--- src/rtl/twitchcore_pkg.sv ---
// Shared definitions for the twitchcore memory path: access-size codes,
// default RAM depth, response-FSM state and port tags, write-strobe helper.
package twitchcore_pkg;

   localparam int MEM_AW_DEFAULT = 14;

   localparam logic [1:0] SZ_B = 2'd0;
   localparam logic [1:0] SZ_H = 2'd1;
   localparam logic [1:0] SZ_W = 2'd2;

   typedef enum logic {
      ST_IDLE = 1'b0,
      ST_RESP = 1'b1
   } resp_state_e;

   typedef enum logic {
      PORT_I = 1'b0,
      PORT_D = 1'b1
   } port_e;

   function automatic logic [3:0] wstrb_f(input logic [1:0] size, input logic [1:0] off);
      logic [3:0] strb;
      case (size)
         SZ_B:    strb = 4'b0001 << off;
         SZ_H:    strb = 4'b0011 << off;
         default: strb = 4'b1111;
      endcase
      return strb;
   endfunction

endpackage

--- src/rtl/rr_arb2.sv ---
// Two-requester round-robin arbiter: combinational grant, pointer remembers
// the last port granted so a tie goes to the other one.
module rr_arb2
   import twitchcore_pkg::*;
(
   input  logic clk,
   input  logic resetn,
   input  logic i_req_i,
   input  logic d_req_i,
   output logic i_gnt_o,
   output logic d_gnt_o
);

   port_e last_q;
   port_e last_d;

   always_comb begin
      i_gnt_o = 1'b0;
      d_gnt_o = 1'b0;
      // resetn is active-high: requests are ignored while it is asserted
      if (!resetn) begin
         if (i_req_i && d_req_i) begin
            if (last_q == PORT_D) begin
               i_gnt_o = 1'b1;
            end else begin
               d_gnt_o = 1'b1;
            end
         end else begin
            i_gnt_o = i_req_i;
            d_gnt_o = d_req_i;
         end
      end
   end

   always_comb begin
      last_d = last_q;
      if (i_gnt_o) begin
         last_d = PORT_I;
      end else if (d_gnt_o) begin
         last_d = PORT_D;
      end
   end

   always_ff @(posedge clk) begin
      if (resetn) begin
         last_q <= PORT_D;
      end else begin
         last_q <= last_d;
      end
   end

endmodule

--- src/rtl/mem_arbiter.sv ---
// Shares one single-port RAM between the fetch and data ports: arbitration,
// legality checking, byte-lane steering and a one-cycle response path.
module mem_arbiter
   import twitchcore_pkg::*;
#(
   parameter int MEM_AW = MEM_AW_DEFAULT
) (
   input  logic              clk,
   input  logic              resetn,
   input  logic              i_req,
   input  logic [31:0]       i_addr,
   output logic              i_gnt,
   output logic              i_rvalid,
   output logic [31:0]       i_rdata,
   output logic              i_err,
   input  logic              d_req,
   input  logic              d_we,
   input  logic [31:0]       d_addr,
   input  logic [31:0]       d_wdata,
   input  logic [1:0]        d_size,
   output logic              d_gnt,
   output logic              d_rvalid,
   output logic [31:0]       d_rdata,
   output logic              d_err,
   output logic              mem_en,
   output logic              mem_we,
   output logic [MEM_AW-1:0] mem_addr,
   output logic [31:0]       mem_wdata,
   output logic [3:0]        mem_wstrb,
   input  logic [31:0]       mem_rdata
);

   rr_arb2 u_arb (
      .clk     (clk),
      .resetn  (resetn),
      .i_req_i (i_req),
      .d_req_i (d_req),
      .i_gnt_o (i_gnt),
      .d_gnt_o (d_gnt)
   );

   logic        i_legal;
   logic        d_aligned;
   logic        d_legal;
   logic        gnt_any;
   logic        acc_legal;
   logic        acc_we;
   logic [31:0] acc_addr;

   assign i_legal = (i_addr[1:0] == 2'b00) && ((i_addr >> (MEM_AW + 2)) == 32'd0);

   always_comb begin
      case (d_size)
         SZ_B:    d_aligned = 1'b1;
         SZ_H:    d_aligned = !d_addr[0];
         SZ_W:    d_aligned = (d_addr[1:0] == 2'b00);
         default: d_aligned = 1'b0;
      endcase
   end

   assign d_legal   = d_aligned && ((d_addr >> (MEM_AW + 2)) == 32'd0);
   assign gnt_any   = i_gnt || d_gnt;
   assign acc_addr  = d_gnt ? d_addr : i_addr;
   assign acc_legal = d_gnt ? d_legal : i_legal;
   assign acc_we    = d_gnt && d_we;

   assign mem_en    = gnt_any && acc_legal;
   assign mem_we    = mem_en && acc_we;
   assign mem_addr  = acc_addr[MEM_AW+1:2];
   assign mem_wstrb = mem_we ? wstrb_f(d_size, d_addr[1:0]) : 4'b0000;

   // Sub-word writes replicate the payload so the strobe alone selects lanes
   genvar gi;
   generate
      for (gi = 0; gi < 4; gi++) begin : g_lane
         assign mem_wdata[8*gi +: 8] = (d_size == SZ_B) ? d_wdata[7:0]
                                     : (d_size == SZ_H) ? d_wdata[8*(gi%2) +: 8]
                                     :                    d_wdata[8*gi +: 8];
      end
   endgenerate

   resp_state_e state_q, state_d;
   port_e       tag_q, tag_d;
   logic        err_q, err_d;
   logic        wr_q, wr_d;

   always_ff @(posedge clk) begin
      if (resetn) begin
         state_q <= ST_IDLE;
         tag_q   <= PORT_I;
         err_q   <= 1'b0;
         wr_q    <= 1'b0;
      end else begin
         state_q <= state_d;
         tag_q   <= tag_d;
         err_q   <= err_d;
         wr_q    <= wr_d;
      end
   end

   always_comb begin
      state_d = state_q;
      tag_d   = tag_q;
      err_d   = err_q;
      wr_d    = wr_q;
      case (state_q)
         ST_IDLE: if (gnt_any) state_d = ST_RESP;
         ST_RESP: state_d = gnt_any ? ST_RESP : ST_IDLE;
         default: state_d = ST_IDLE;
      endcase
      if (gnt_any) begin
         tag_d = d_gnt ? PORT_D : PORT_I;
         err_d = !acc_legal;
         wr_d  = acc_we;
      end
   end

   logic [31:0] resp_data;
   assign resp_data = (err_q || wr_q) ? 32'd0 : mem_rdata;

   always_comb begin
      i_rvalid = 1'b0;
      i_err    = 1'b0;
      i_rdata  = 32'd0;
      d_rvalid = 1'b0;
      d_err    = 1'b0;
      d_rdata  = 32'd0;
      // A reset in the response cycle swallows the pending response
      if (state_q == ST_RESP && !resetn) begin
         if (tag_q == PORT_I) begin
            i_rvalid = 1'b1;
            i_err    = err_q;
            i_rdata  = resp_data;
         end else begin
            d_rvalid = 1'b1;
            d_err    = err_q;
            d_rdata  = resp_data;
         end
      end
   end

endmodule

--- config.mk ---
export PLATFORM = sky130hd
export DESIGN_NAME = mem_arbiter
export DESIGN_NICKNAME = d
export VERILOG_FILES = /design/src/rtl/twitchcore_pkg.sv /design/src/rtl/rr_arb2.sv /design/src/rtl/mem_arbiter.sv
export SDC_FILE = /design/constraint.sdc
export NUM_CORES = 1
export LEC_CHECK = 0
export BUFFER_PORTS_ARGS = -buffer_cell sky130_fd_sc_hd__buf_2
export CORE_AREA = 2 2 99 101
export CTS_CLUSTER_DIAMETER = 150
export DETAILED_ROUTE_END_ITERATION = 10
export DIE_AREA = 0 0 101 103
export PLACE_DENSITY = 0.63
export SKIP_CTS_REPAIR_TIMING = 1
export SYNTH_ARGS = -nofsm -noshare
export SYNTH_HDL_FRONTEND = slang
export SYNTH_SLANG_ARGS = --single-unit
--- constraint.sdc ---
create_clock -name clk -period 2 [get_ports clk]
set_clock_uncertainty 0.15 [all_clocks]
set_input_delay 0 -clock clk [delete_from_list [all_inputs] [get_ports clk]]
set_output_delay 0 -clock clk [all_outputs]
set_load 0.01 [all_outputs]
# Yosys cells after proc, flatten, opt, wreduce, memory -nomap -nowiden
# Cells that the tools add are included.
[classes] addsub=0 multipliers=0 div_mod_pow=0 magnitude_cmp=0 eq_ne=2 shift=2 n_mux=33 n_bitwise=0 reduce_logical=18
[ops] op="two-way mux 32 bit" n=5
[ops] op="zero test 32 bit" n=2
[ops] op="two-way mux 8 bit" n=5
[ops] op="two-way mux 1 bit" n=19
[ops] op="two-way mux 16 bit" n=1
[ops] op="one-hot mux 4 bit (2 select lines)" n=1
[ops] op="logical AND 1 bit" n=7
[ops] op="zero test 2 bit" n=3
[ops] op="two-way mux 4 bit" n=1
[ops] op="<< shifter 1 x 2 -> 4 bit (first input constant)" n=1
[ops] op="<< shifter 2 x 2 -> 4 bit (first input constant)" n=1
[ops] op="zero test 1 bit" n=3
[ops] op="one-hot mux 1 bit (3 select lines)" n=1
[ops] op="equality test 2 x 1 -> 1 bit (second input constant)" n=1
[ops] op="equality test 2 bit (second input constant)" n=1
[ops] op="logical OR 1 bit" n=2
[ops] op="nonzero test 2 bit" n=1
[word_totals] ff_bits=5 latchBits=0 ramBits=0 romBits=0 out_inout_bits=122 mem_count=0

# Logic depth before layout (Yosys ltp)
[depth] word_depth=7 depth_mapped=7 mapped_depth_nobuf=5

# Modules after synthesis
# From an unflattened synthesis, not the netlist that was laid out.
[unflattened] hier_cells=203 hier_area_um2=1443.9
[modules_own_cells] mod="mem_arbiter" n_inst=1 cells_each=196 area_per_inst_um2=1386.3
[modules_own_cells] mod="rr_arb2" n_inst=1 cells_each=7 area_per_inst_um2=57.6

# Worst setup path before layout
# No wires, ideal clock.
[synth_path] path_type="register -> register" from="reg u_arb.last_q" to="reg err_q" setup_ns=0.115 arrival_ns=1.377 path_slack_ns=0.357 stages_incl_launch_ff=6 n_path_buf=1 cell_sequence="dfxtp_1 a21bo_1 or2_1 buf_6 or3_4 a31o_1"
[synth_via] elab_chain_cells=5
[synth_rtl] element="start: declaration" line="rr_arb2.sv:14" source="port_e last_q;"
[synth_rtl] element="start signal: assignment" line="rr_arb2.sv:48" source="last_q <= last_d;"
[synth_rtl] element="two-way mux 1 bit" line="rr_arb2.sv:23" source="if (last_q == PORT_D) begin"
[synth_rtl] element="two-way mux 1 bit" line="rr_arb2.sv:22" source="if (i_req_i && d_req_i) begin"
[synth_rtl] element="two-way mux 1 bit" line="rr_arb2.sv:21" source="if (!resetn) begin"
[synth_rtl] element="two-way mux 1 bit" line="mem_arbiter.sv:64" source="assign acc_legal = d_gnt ? d_legal : i_legal;"
[synth_rtl] element="zero test 1 bit" line="mem_arbiter.sv:113" source="err_d = !acc_legal;"
[synth_rtl] element="end signal: assignment" line="mem_arbiter.sv:96" source="err_q <= err_d;"
[synth_rtl] element="end: declaration" line="mem_arbiter.sv:84" source="logic err_q, err_d;"
# Parallel ways exist; a longest one is shown, timed or not.
# A chain may end at the register's enable or synchronous reset.

# Worst setup path in the final report
[layout_path] from="reg u_arb.last_q" to="out mem_en"
[layout_via] elab_chain_cells=5
[layout_rtl] element="two-way mux 1 bit" line="rr_arb2.sv:23"
[layout_rtl] element="two-way mux 1 bit" line="rr_arb2.sv:22"
[layout_rtl] element="two-way mux 1 bit" line="rr_arb2.sv:21"
[layout_rtl] element="two-way mux 1 bit / logical OR 1 bit (equally long branches)" line="mem_arbiter.sv:64, mem_arbiter.sv:62"
[layout_rtl] element="logical AND 1 bit *" line="mem_arbiter.sv:67" source="assign mem_en = gnt_any && acc_legal;"
[layout_rtl] element="end: declaration" line="mem_arbiter.sv:25" source="output logic mem_en,"
# Every way passes the cells marked *; elsewhere a longest branch is shown, timed or not.

==> flow_summary.json <==
{
  "status": "complete, but fails checks",
  "violations": "hold timing",
  "coreArea_um2": 9460,
  "row_count": 36,
  "synth_top_area_frac": 0.281,
  "total_power_w": 0.000801,
  "synth_flop_cell": "dfxtp_1",
  "dieHeight_um": 103,
  "via_per_inst": 4.37,
  "dr.pass1.iters": 4,
  "cts-root-buf": "clkbuf_8",
  "area_growth_pct": 98.4,
  "power_density_nw_per_um2": 279,
  "drtIter0Drc": 85,
  "synthesis.area_um2": 1450,
  "die_w_um": 101,
  "htreeDepth": 1,
  "place_congestion": 0.768,
  "synth-edff-count": 0,
  "power.leakage_nw": 2.00,
  "finalSetupTns_ns": 0,
  "synthTopCellsByArea": "and3_1 28%, nand2_1 13%, mux2_2 12%",
  "cts.sinks": 5,
  "grt_pass1_vias": 2054,
  "drc": 0,
  "fin_nets": 608,
  "top_level_ports": 257,
  "initial_utilization": 0.153,
  "grtUsageTotal": 0.120,
  "critPathKind": "reg -> out",
  "numCtsBuffers": 3,
  "postSynthCellCount": 230,
  "avgSynthCellArea_um2": 6.30,
  "hold_path.class": "in -> reg",
  "finalSetupViolations": 0,
  "dp_hpwl_mm": 6.52,
  "yosys_warnings": 0,
  "io_buffers": 256,
  "yosysSeqAreaShare": 0.0691,
  "synth_largest_area_cell": "and3_1",
  "cp_data_arrival_time_ns": 1.70,
  "setup.worst_path.start_class": "flip-flop",
  "worst-path-max-fanout": 3,
  "antenna_found_initial": 0,
  "wl_mm": 7.44,
  "diodes": 0,
  "clkTransAtPathRegs_ns": 0.04,
  "dr_total_vias": 2561,
  "stdcell_area_um2": 2870,
  "maxCapViolations": 0,
  "crit_path_end_kind": "output pin",
  "die_area_um2": 10400,
  "clock.fmax_mhz": 542,
  "report.final.slew_viol_count": 0,
  "async_flop_share": 0,
  "routedWlPerCell_um": 12.7,
  "drive_gt1_frac": 0.606,
  "overflow": 0,
  "relSlewSlack": 0.718,
  "rsz0062_at_grt": "no",
  "finalCritPeriodShare": 0.923,
  "antenna_left": 0,
  "syn_nets": 365,
  "worst-slew-pin-transition_ns": 0.423,
  "yosys.cell_types.count": 30,
  "finalHoldViolCount": 3,
  "peakVddDrop_v": 0.000123,
  "yosys.cell_count.top_type": "and3_1",
  "grt_pass1_wl_mm": 9.75,
  "hold_ws_ns": -0.0585,
  "period_needed_ns": 1.85,
  "cp.required_ns": 1.85,
  "tritoncts": "yes",
  "synth_common_cells": "65 x and3_1, 51 x nand2_1, 17 x clkbuf_1",
  "ys_ff_latch": 5,
  "clk_path_buf_depth": 2,
  "post_dp_cell_area_um2": 2780,
  "clk_latency_ns": 0.22,
  "grt_max_degree": 65
}
[critical path: stages, from the launching register on]
cell,delay (ns)
dfxtp_1,0.30
a21bo_1,0.17
or2_1,0.28
or3_4,0.41
a21oi_1,0.16
buf_2,0.15
[routing by layer]
layer	part of all wire	wire length (um)	GRT usage
met2	0.54	3990	0.243
met3	0.087	646	0.0108
met4	0.010	75	0.0437
met1	0.37	2730	0.127
met5	0	0	0
[path summary, 6_finish.rpt]
kind | end | cells after the start | from | slack [ns]
max | mem_en | 5 | u_arb.last_q$_SDFFE_PP1P_ | 0.15
min reg2reg | tag_q$_SDFFE_PP0P_ | 2 | tag_q$_SDFFE_PP0P_ | 0.35
min | wr_q$_SDFFE_PP0P_ | 3 | d_we | -0.06
max reg2reg | err_q$_SDFFE_PP0P_ | 4 | u_arb.last_q$_SDFFE_PP1P_ | 0.35
[cell families (layout without fill, tap and decap cells)]
family / Yosys count / count (layout) / synth area share
DFF: 5 / 5 / 0.0691
buffers and inverters: 33 / 275 / 0.112
AOI/OAI and AO/OA: 23 / 23 / 0.0941
and+or+nand+nor: 145 / 145 / 0.545
muxes: 24 / 24 / 0.180
[cell usage in the layout (no fill, tap or decap), types with 2 or more instances in the layout]
| master | instances |
|---|---|
| and2_1 | 3 |
| buf_4 | 5 |
| dlygate4sd3_1 | 4 |
| mux2i_1 | 8 |
| clkbuf_8 | 3 |
| dfxtp_1 | 5 |
| o21a_1 | 4 |
| nand4_1 | 2 |
| inv_1 | 4 |
| nand2_1 | 51 |
| mux2_2 | 16 |
| nor4_1 | 8 |
| o21ai_0 | 13 |
| and3_1 | 65 |
| buf_2 | 256 |
| a21oi_1 | 3 |
| nor2_1 | 5 |
[stage by stage]
stage               std cells  utilization  hold slack (ns)  worst slack [ns]
detailed placement        578        0.294           0.0867             0.273
global route              586        0.304          0.00681            0.0231
global placement          578        0.294           0.0798             0.353
floorplan                 230            -          -0.0809             0.357
finish                    586        0.304          -0.0585             0.153
CTS                       582        0.299           -0.121            0.0339
[flip-flops by register name (all words and copies together), names as in the netlist]
signal        count
wr_q              1
err_q             1
state_q           1
tag_q             1
u_arb.last_q      1
[cell type report]
cell class,count,area (um2)
fill,1055,6590
sequential,5,100
inverter,5,22.5
clock buffer,4,45.0
timing repair buffer,266,1370
multi-input combinational,192,1190
tap,114,143
[power breakdown]
part           switching, W  internal (W)
sequential       0.00000539      0.000108
clock             0.0000535      0.000137
combinational      0.000255      0.000242
total              0.000314      0.000487
(Power assumes the default switching activity.)
